File: src/rtl/cdb_arbiter.sv
// cdb_arbiter: two-source round-robin common data bus arbiter with per-source FIFOs.
// Ports: clk_in/rst_in (async active-low) clock and reset; rdy_in global enable;
// flush_in discards all queued results; alu_b_in/alu_result_in and
// lbuffer_b_in/lbuffer_result_in are result pushes (tag 0 = none) with
// alu_rdy_out/lbuffer_rdy_out acceptance; cdb_b_out/cdb_result_out/cdb_src_out
// form the registered broadcast (tag 0 = idle, src 0 = ALU, 1 = load buffer).
// Define CDB_BYPASS_EN to let an empty source's incoming result go straight to the bus.
module cdb_arbiter #(
    parameter int ROB_WIDTH  = 4,
    parameter int DATA_WIDTH = 32,
    parameter int FIFO_DEPTH = 4
) (
    input  logic                  clk_in,
    input  logic                  rst_in,
    input  logic                  rdy_in,
    input  logic                  flush_in,
    input  logic [ROB_WIDTH-1:0]  alu_b_in,
    input  logic [DATA_WIDTH-1:0] alu_result_in,
    output logic                  alu_rdy_out,
    input  logic [ROB_WIDTH-1:0]  lbuffer_b_in,
    input  logic [DATA_WIDTH-1:0] lbuffer_result_in,
    output logic                  lbuffer_rdy_out,
    output logic [ROB_WIDTH-1:0]  cdb_b_out,
    output logic [DATA_WIDTH-1:0] cdb_result_out,
    output logic                  cdb_src_out
);
    localparam int AW = $clog2(FIFO_DEPTH);
    localparam int CW = AW + 1;
    logic [ROB_WIDTH-1:0]  tag_mem [2][FIFO_DEPTH];
    logic [DATA_WIDTH-1:0] res_mem [2][FIFO_DEPTH];
    logic [AW-1:0]         head [2];
    logic [AW-1:0]         tail [2];
    logic [CW-1:0]         count [2];
    logic                  last_grant;
    logic [ROB_WIDTH-1:0]  in_tag [2];
    logic [DATA_WIDTH-1:0] in_res [2];
    logic [1:0]            can_push, push, nonempty, cand, store, pop;
    logic                  grant_valid, grant_sel;
    logic [ROB_WIDTH-1:0]  grant_tag;
    logic [DATA_WIDTH-1:0] grant_res;
    assign alu_rdy_out     = can_push[0];
    assign lbuffer_rdy_out = can_push[1];
    always_comb begin
        in_tag[0] = alu_b_in;
        in_tag[1] = lbuffer_b_in;
        in_res[0] = alu_result_in;
        in_res[1] = lbuffer_result_in;
        for (int s = 0; s < 2; s++) begin
            can_push[s] = rst_in && rdy_in && !flush_in && (count[s] < CW'(FIFO_DEPTH));
            push[s]     = (in_tag[s] != '0) && can_push[s];
            nonempty[s] = count[s] != '0;
        end
`ifdef CDB_BYPASS_EN
        cand = nonempty | push;
`else
        cand = nonempty;
`endif
        grant_valid = |cand;
        grant_sel   = &cand ? ~last_grant : cand[1];
        // An empty granted source can only be a bypass candidate: take the live input.
        grant_tag = nonempty[grant_sel] ? tag_mem[grant_sel][head[grant_sel]] : in_tag[grant_sel];
        grant_res = nonempty[grant_sel] ? res_mem[grant_sel][head[grant_sel]] : in_res[grant_sel];
        for (int s = 0; s < 2; s++) begin
            pop[s]   = grant_valid && (grant_sel == 1'(s)) && nonempty[s];
            store[s] = push[s] && !(grant_valid && (grant_sel == 1'(s)) && !nonempty[s]);
        end
    end
    always_ff @(posedge clk_in) begin
        for (int s = 0; s < 2; s++) begin
            if (store[s]) begin
                tag_mem[s][tail[s]] <= in_tag[s];
                res_mem[s][tail[s]] <= in_res[s];
            end
        end
    end
    always_ff @(posedge clk_in or negedge rst_in) begin
        if (!rst_in) begin
            for (int s = 0; s < 2; s++) begin
                head[s]  <= '0;
                tail[s]  <= '0;
                count[s] <= '0;
            end
            last_grant     <= 1'b1;
            cdb_b_out      <= '0;
            cdb_result_out <= '0;
            cdb_src_out    <= 1'b0;
        end else if (!rdy_in) begin
            cdb_b_out <= '0;
        end else if (flush_in) begin
            for (int s = 0; s < 2; s++) begin
                head[s]  <= '0;
                tail[s]  <= '0;
                count[s] <= '0;
            end
            cdb_b_out <= '0;
        end else begin
            for (int s = 0; s < 2; s++) begin
                if (store[s]) tail[s] <= tail[s] + AW'(1);
                if (pop[s]) head[s] <= head[s] + AW'(1);
                count[s] <= count[s] + CW'(store[s]) - CW'(pop[s]);
            end
            cdb_b_out <= grant_valid ? grant_tag : '0;
            if (grant_valid) begin
                cdb_result_out <= grant_res;
                cdb_src_out    <= grant_sel;
            end
            if (&cand) last_grant <= grant_sel;
        end
    end
endmodule

File: config.mk
export PLATFORM = sky130hd
export DESIGN_NAME = cdb_arbiter
export DESIGN_NICKNAME = d
export VERILOG_FILES = /design/src/rtl/cdb_arbiter.sv
export SDC_FILE = /design/constraint.sdc
export NUM_CORES = 1
export LEC_CHECK = 0
export CAP_MARGIN = 20
export CORE_ASPECT_RATIO = 0.8
export CORE_MARGIN = 4
export CORE_UTILIZATION = 52
export CTS_CLUSTER_SIZE = 16
export DETAILED_ROUTE_END_ITERATION = 10
export PLACE_DENSITY = 0.72
export SYNTH_ARGS = -nofsm -noshare
export SYNTH_HDL_FRONTEND = slang
export SYNTH_SLANG_ARGS = --single-unit
export TNS_END_PERCENT = 30
File: constraint.sdc
create_clock -name clk_in -period 2.45 [get_ports clk_in]
set_input_delay 0.735 -clock clk_in [delete_from_list [all_inputs] [get_ports clk_in]]
set_output_delay 0.735 -clock clk_in [all_outputs]
set_load 0.02 [all_outputs]
Word level (Yosys, flattened, before mapping)
Memories as Yosys holds them, arrays and structs flattened.
Cells that the tools add are included.

word-level totals
  register bits = 52
  logic and storage cells = 117
  output and inout port bits = 39
  memories = 2
  input port bits = 76
  memory bits (writable) = 288

memory list
  name     words  bits a word  read ports  clocked after memory_dff  write ports  RTL line  text
  res_mem  2      128          1           0                         2            30        logic [DATA_WIDTH-1:0] res_mem [2][FIFO_DEPTH];
  tag_mem  2      16           1           0                         2            29        logic [ROB_WIDTH-1:0] tag_mem [2][FIFO_DEPTH];

cells by class
  $lt $le $gt $ge = 9
  muxes and demuxes = 44
  $add $sub $neg = 8
  bitwise logic cells = 7
  reductions and logical operators = 37

operators by type and width
  operator                                                    count
  two-way mux 128 bit                                         2
  two-way mux 32 bit                                          8
  demux 32 bit (select 2 bit)                                 2
  binary-select mux 32 bit (select 2 bit)                     1
  two-way mux 4 bit                                           13
  two-way mux 16 bit                                          2
  demux 4 bit (select 2 bit)                                  2
  logical AND 1 bit                                           16
  two-way mux 2 bit                                           7
  AND reduction 2 bit                                         5
  greater-or-equal comparator 3 bit, second input constant    3
  inverter 2 -> 3 bit                                         3
  adder 2 x 1 -> 2 bit, second input constant                 4
  binary-select mux 4 bit (select 2 bit)                      1
  nonzero test 2 bit                                          4
  nonzero test 4 bit                                          2
  adder 3 x 1 -> 3 bit                                        2
  less-than comparator 3 x 1 -> 1 bit, second input constant  2
  less-than comparator 3 bit, second input constant           2
  two-way mux 6 bit                                           1
  nonzero test 3 bit                                          2
  subtractor 3 x 1 -> 3 bit                                   2
  zero test 1 bit                                             5
  two-way mux 1 bit                                           5
  other kinds (7)                                             9

Logic depth before layout (Yosys ltp)
  depth after elaboration = 15
  gate-level depth with buffers = 13
  gate-level depth less buffers = 10

Worst setup path after synthesis
No wires, ideal clock.

  kind = input to register
  start point = input port flush_in
  end point = memory res_mem[1][0] (netlist name) (enable)
  arrival = 2.508 ns
  setup time = 0.397 ns
  path slack = -0.454 ns
  stages = 4
  data required time = 2.053 ns
  buffers on the path = 1
  path through = clkbuf_1 -> nand3b_4 -> nor3_1 -> and2_1

RTL lines
  item                RTL line  text
  start: declaration  16        input logic flush_in,
  end: declaration    30

Worst setup path after layout
  start point = input port lbuffer_b_in[2]
  end point = register count[2] (netlist name)

on the way
  word-level cells in the longest chain between the ends = 6

ends and longest elaborated chain
  item                            RTL line  text
  start: declaration              20        input logic [ROB_WIDTH-1:0] lbuffer_b_in,
  nonzero test 4 bit              50        push[s] = (in_tag[s] != '0) && can_push[s];
  logical AND 1 bit               50
  logical AND 1 bit               65        store[s] = push[s] && !(grant_valid && (grant_sel == 1'(s)) && !nonempty[s]);
  adder 3 x 1 -> 3 bit            100       count[s] <= count[s] + CW'(store[s]) - CW'(pop[s]);
  subtractor 3 x 1 -> 3 bit       100
  two-way mux 6 bit               89        end else if (flush_in) begin
  end signal: indexed assignment  100
  end: declaration                33        logic [CW-1:0] count [2];

No other way between the ends.
A chain may end at the register's enable or synchronous reset.

==> impl_metrics.yaml <==
logic_synthesis:
  synthCells: 819
  ys_seq_area_frac: 0.726
  syn_area_um2: 13700
  synth_edf_count: 288
  yosys.area.top_type: "edfxtp_1"
  synth_fp_nets: 907
  yosys_warnings: 0
  yosysUniqueCellTypes: 44
  async_flop_share: 0.153
  ys_seq_elements: 340
  synth_top_cells_by_area: "edfxtp_1, dfrtp_1, mux2i_1, mux2_2, mux4_2"
  yosysTopAreaCellShare: 0.631
  synth_area_per_cell_um2: 16.7
  ys.flop_type: "edfxtp_1"
die:
  die-area_um2: 29000
  fp.coreArea_um2: 25600
  io_pins: 115
  num_rows: 52
  start_util: 0.534
  fp.dieH_um: 153
  die_w_um: 189
place:
  gp_congestion: 0.819
  dp_cells: 1297
  portBuffers: 114
  placed_cell_area_um2: 15800
  hpwl_mm: 20.7
grt:
  antenna_found_initial: 3
  grt_pass1_wl_mm: 47.0
  track_usage: 0.213
  grt_pass1_vias: 7533
  grt_max_degree: 67
  grt-ovfl-total: 0
clocking:
  cts.htree.levels: 2
  cts_root_buf: "clkbuf_16"
  cts_tree: "built"
  cts_hold_buf: 0
  insertion_delay_ps: 520
  clk_path_buf_depth: 3
  cts_buffers: 35
  cts.sinks: 340
  clk_pin_slew_ps: 60
  postCtsSetupBuffers: 0
sta:
  hold_ws_ps: 449
  tightest_slew_ps: 787
  finalSetupViolations: 0
  relSlewSlack: 0.476
  hold_violations: 0
  fin_worst_skew_ps: 20.9
  fin_crit_ps: 2350
  drv_slew: 0
  timing.final.crit_share: 0.958
  rsz0062_at_grt: "no"
  max_freq_mhz: 426
drt:
  wl_met3_mm: 3.08
  m1WireLength_mm: 14.2
  drc_errors: 0
  viasPerCell: 5.76
  dr_total_vias: 7835
  wire_per_inst_um: 22.7
  drtAntennaViolNets: 0
  top_layer: "met5"
  dr.first_iter.drc_count: 946
  first_pass_iters: 5
  routed_wl_mm: 30.9
  wl_met2_mm: 13.0
power:
  power_density_nw_per_um2: 1150
  ir_drop_mv: 0.917
  leakagePower_nw: 5.82
setup_path:
  rr_worst_depth: 10
  startpoint_type: "input pin"
  crit_path_end_kind: "register"
  crit-reg2reg-launch: "count[3]"
  cp_data_arrival_time_ps: 2780
  required_ps: 2880
  r2r-end: "count[5]"
  r2r_slack_ps: 120
  crit_fanout: 5
  crit_type: "in -> reg"
flow_run:
  maxCapViolations: 0
outcome:
  outcome: "complete, no violations"
layout:
  layout_commonest_cell: "edfxtp_1"
  register_area_um2: 9960
  utilization: 0.662
  stdcell_count: 1360
  multi_input_area_um2: 3530
  syn2layout_area_growth_pct: 23.8
  final_layout_size_suffix_gt1_frac: 0.238
  finish.net_count: 1071
  n_fill_cell: 1800
  final_cell_mix: "edfxtp_1, clkdlybuf4s50_1, mux2i_1"
  final_cell_area_um2: 17000
min_path:
  holdCritPathClass: "in -> async"
## Yosys cell counts (all sizes together), types with 2 or more instances
library cell / count
fa: 2
clkbuf: 20
nor4: 2
mux2i: 66
a221o: 2
nor2b: 6
o22ai: 7
a21oi: 60
or3: 2
nand3: 3
nand2: 46
and2: 8
xnor2: 4
o2111ai: 2
mux2: 58
edfxtp: 288
a2111oi: 2
nor2: 4
mux4: 14
nor3: 60
buf: 32
o21ai: 16
dfrtp: 51
ha: 10
nand2b: 2
inv: 15
o221ai: 27
a22o: 2
## worst max-delay path, stage by stage
cell             delay [ps]
clkdlybuf4s50_1         500
nor4_4                  340
nor3_4                   60
nand2_1                  60
nand2_1                  50
ha_1                    200
fa_2                    390
xnor2_2                 140
o21ai_0                 150
nand2_1                  70
o21ai_0                  70
## layer usage
layer  vias to the layer above  global-route usage
li1                       3527                   -
met1                      3914               0.352
met2                       343               0.290
met3                        47              0.0454
met4                         4              0.0475
met5                         -                   0
## how the worst max path moves through the flow
stage	from	end	slack (ps)	depth (start not counted)
final	lbuffer_b_in[2]	count[2]	100	11
after global placement	alu_b_in[0]	count[5]	-540	12
after global routing	count[3]	count[5]	20	10
after CTS	rdy_in	count[5]	-30	11
after floorplan	flush_in	res_mem[0][100]	-340	4
after detailed placement	alu_b_in[0]	count[5]	-580	12
## layout make-up
| type | count | area share |
|---|---|---|
| inverter | 15 | 0.00332 |
| clock buffer | 48 | 0.0582 |
| clock inverter | 14 | 0.00553 |
| sequential | 340 | 0.587 |
| multi-input combinational | 412 | 0.208 |
| tap | 351 | 0.0259 |
| antenna | 1 | 0.000148 |
| timing repair buffer | 179 | 0.112 |
## repair_timing
action                     CTS  global route
gates resized for setup     15            13
pin swaps                    6             8
setup endpoints to repair    3             2
gates cloned                 0             0
hold endpoints to repair     0             0
## power breakdown
| part | switching, W | internal [W] | total (W) |
|---|---|---|---|
| sequential | 0.000521 | 0.00682 | 0.00734 |
| clock | 0.00210 | 0.00293 | 0.00503 |
| combinational | 0.00406 | 0.00307 | 0.00713 |
## metrics by stage
step / setup WS (ps) / setup TNS (ps) / total power (W)
floorplan: -340 / -37340 / 0.0118
global placement: -536 / -16570 / 0.0143
detailed placement: -575 / -20480 / 0.0144
CTS: -34.2 / -34.2 / 0.0195
global route: 18.0 / 0 / 0.0204
finish: 102 / 0 / 0.0195
## state kept, by name, indices dropped and copies added, names as in the netlist
register / flops
cdb_b_out: 4
cdb_result_out: 32
cdb_src_out: 1
count: 6
head: 4
last_grant: 1
res_mem: 256
tag_mem: 32
tail: 4
## kinds of logic after synthesis
kind of cell | Yosys count | share of synthesized area
adders and majority gates | 12 | 0.0121
and+or+nand+nor | 136 | 0.0492
DFF | 340 | 0.726
buffers and inverters | 67 | 0.0228
xor gates and xnor gates | 4 | 0.00256
muxes | 138 | 0.119
AOI/OAI and AO/OA | 122 | 0.0680
Note: power is estimated with default switching activity, not from simulation.
==> patch: new RTL, config.mk and constraints unchanged <==
`FIFO_DEPTH`: 4 -> 8.
--- a/src/rtl/cdb_arbiter.sv
+++ b/src/rtl/cdb_arbiter.sv
@@ -8,7 +8,7 @@
 module cdb_arbiter #(
     parameter int ROB_WIDTH  = 4,
     parameter int DATA_WIDTH = 32,
-    parameter int FIFO_DEPTH = 4
+    parameter int FIFO_DEPTH = 8
 ) (
     input  logic                  clk_in,
     input  logic                  rst_in,
Formal check against the unedited RTL: same outputs for any inputs over 4 cycles, from zero or initial values and one cycle with rst_in low; that may be too few to reach the edited logic, so the function may still have changed.
==> patch against the unedited design <==
The run now ends with setup timing left. Final area rose by 82%. Worst setup slack got worse by 260 ps. Wire length rose by 95%. Sequential cell count rose by 294. Power rose by 74%. Via count rose by 75%. Sequential share of layout area rose by 1.9 points. Largest cell class unchanged. Area after synthesis rose by 80%. Critical path depth did not move.
==> patch: results (changes against the unedited design) <==
| Metric | Value |
|---|---|
| Status | `complete, but fails checks` |
| Failing checks | `setup timing` |
| Post-synth EDFFs | `576 (+100%)` |
| Ant diodes | `0 (-1)` |
| Register area share after synthesis | `76.0% (+3.4 points)` |
| RePlAce Congestion | `0.821 (+0.26%)` |
| Worst-Margin Slew | `969 ps (+183 ps)` |
| Fin nets | `1668 (+56%)` |
| Pre-CTS WS | `-645 ps (-70.0 ps)` |
| First-pass GRT wire length | `89.6 mm (+91%)` |
| R2R Path End | `cdb_result_out[19]` |
| Clock skew | `22.2 ps (+1.30 ps)` |
| P_leak | `10.5 nW (+80%)` |
| Critical path arrival | `3100 ps (+320 ps)` |
| Hold slack | `407 ps (-42.8 ps)` |
| Setup Crit Path Kind | `reg -> reg` |
| Via count | `13700 (+75%)` |
| Area contributors post-synth | `edfxtp_1 (70%), mux4_2 (8.1%), dfrtp_1 (5.8%)` |
| Proportion of layout cells with a drive suffix above 1 | `29.7% (+5.9 points)` |
| Initial DRT Pass Iterations | `8 (+3)` |
| Placed Cells | `2109 (+63%)` |
| Detailed placement HPWL | `37.4 mm (+81%)` |
| Syn Area/Cell | `19.2 sq um (+15%)` |
| Largest net degree at the start of global routing | `59 (-12%)` |
| Setup violations, final | `38 (+38)` |
| Total track usage | `23.5% (+2.3 points)` |
| Post-DP Area | `28200 sq um (+78%)` |
| Async S/R FF share, synth | `9.15% (-6.1 points)` |
| Commonest cells in the netlist | `edfxtp_1 (576), mux2i_1 (99), nand2_1 (90)` |
| Vias per cell | `6.11 (+6.0%)` |
| Max IR drop VDD | `806 uV (-12%)` |
| Clk_lat worst skew | `620 ps (+100 ps)` |
| First DRT Iteration DRCs | `1385 (+46%)` |
| Netlist cell types | `62 (+41%)` |
| CP Max Fanout | `6 (+1)` |
| Fillers | `3083 (+71%)` |
| Fin worst setup slack | `-157 ps (-259 ps)` |
==> patch: routing by layer <==
| layer | global-route usage (%) | share of wire, % | vias to the layer above |
|---|---|---|---|
| met5 | 0 | 0.033 | - |
| met4 | 5.62 | 1.8 | 2 |
| met3 | 4.62 | 8.3 | 89 |
| met2 | 37.5 | 48 | 670 |
| met1 | 34.3 | 42 | 7149 |
| li1 | - | - | 5809 |
==> patch: layout make-up <==
type / instances / area, sq um / share of cell area [%]
clock buffer: 75 / 1590 / 5.13
multi-input combinational: 567 / 6070 / 19.6
timing repair buffer: 295 / 3330 / 10.8
inverter: 20 / 77.6 / 0.251
tap: 620 / 776 / 2.51
clock inverter: 35 / 333 / 1.08
sequential: 634 / 18800 / 60.6
==> patch: timing repair <==
action | 4_1_cts | 5_1_grt
resized for setup | 95 | 40
setup endpoints to repair | 45 | 44
buffers inserted | 18 | 2
cloned | 6 | 2
pin swaps | 43 | 27
==> patch: cell families (layout without fill, tap and decap cells) <==
kind of cell               after synthesis  after routing  synth area share (%)
AOI/OAI and AO/OA                      174            174                  5.10
xor gates and xnor gates                 7              7                 0.249
adders and majority gates               16             16                 0.873
buffers and inverters                   85            425                  1.66
DFF                                    634            634                  76.0
muxes                                  195            195                  12.8
and+or+nand+nor                        174            175                  3.30
==> patch: power breakdown <==
part | switching, mW | internal [mW] | leakage, nW
registers | 0.548 | 12.3 | 5.92
clock network | 3.91 | 5.12 | 0.930
logic | 5.96 | 6.01 | 3.64
total | 10.4 | 23.5 | 10.5
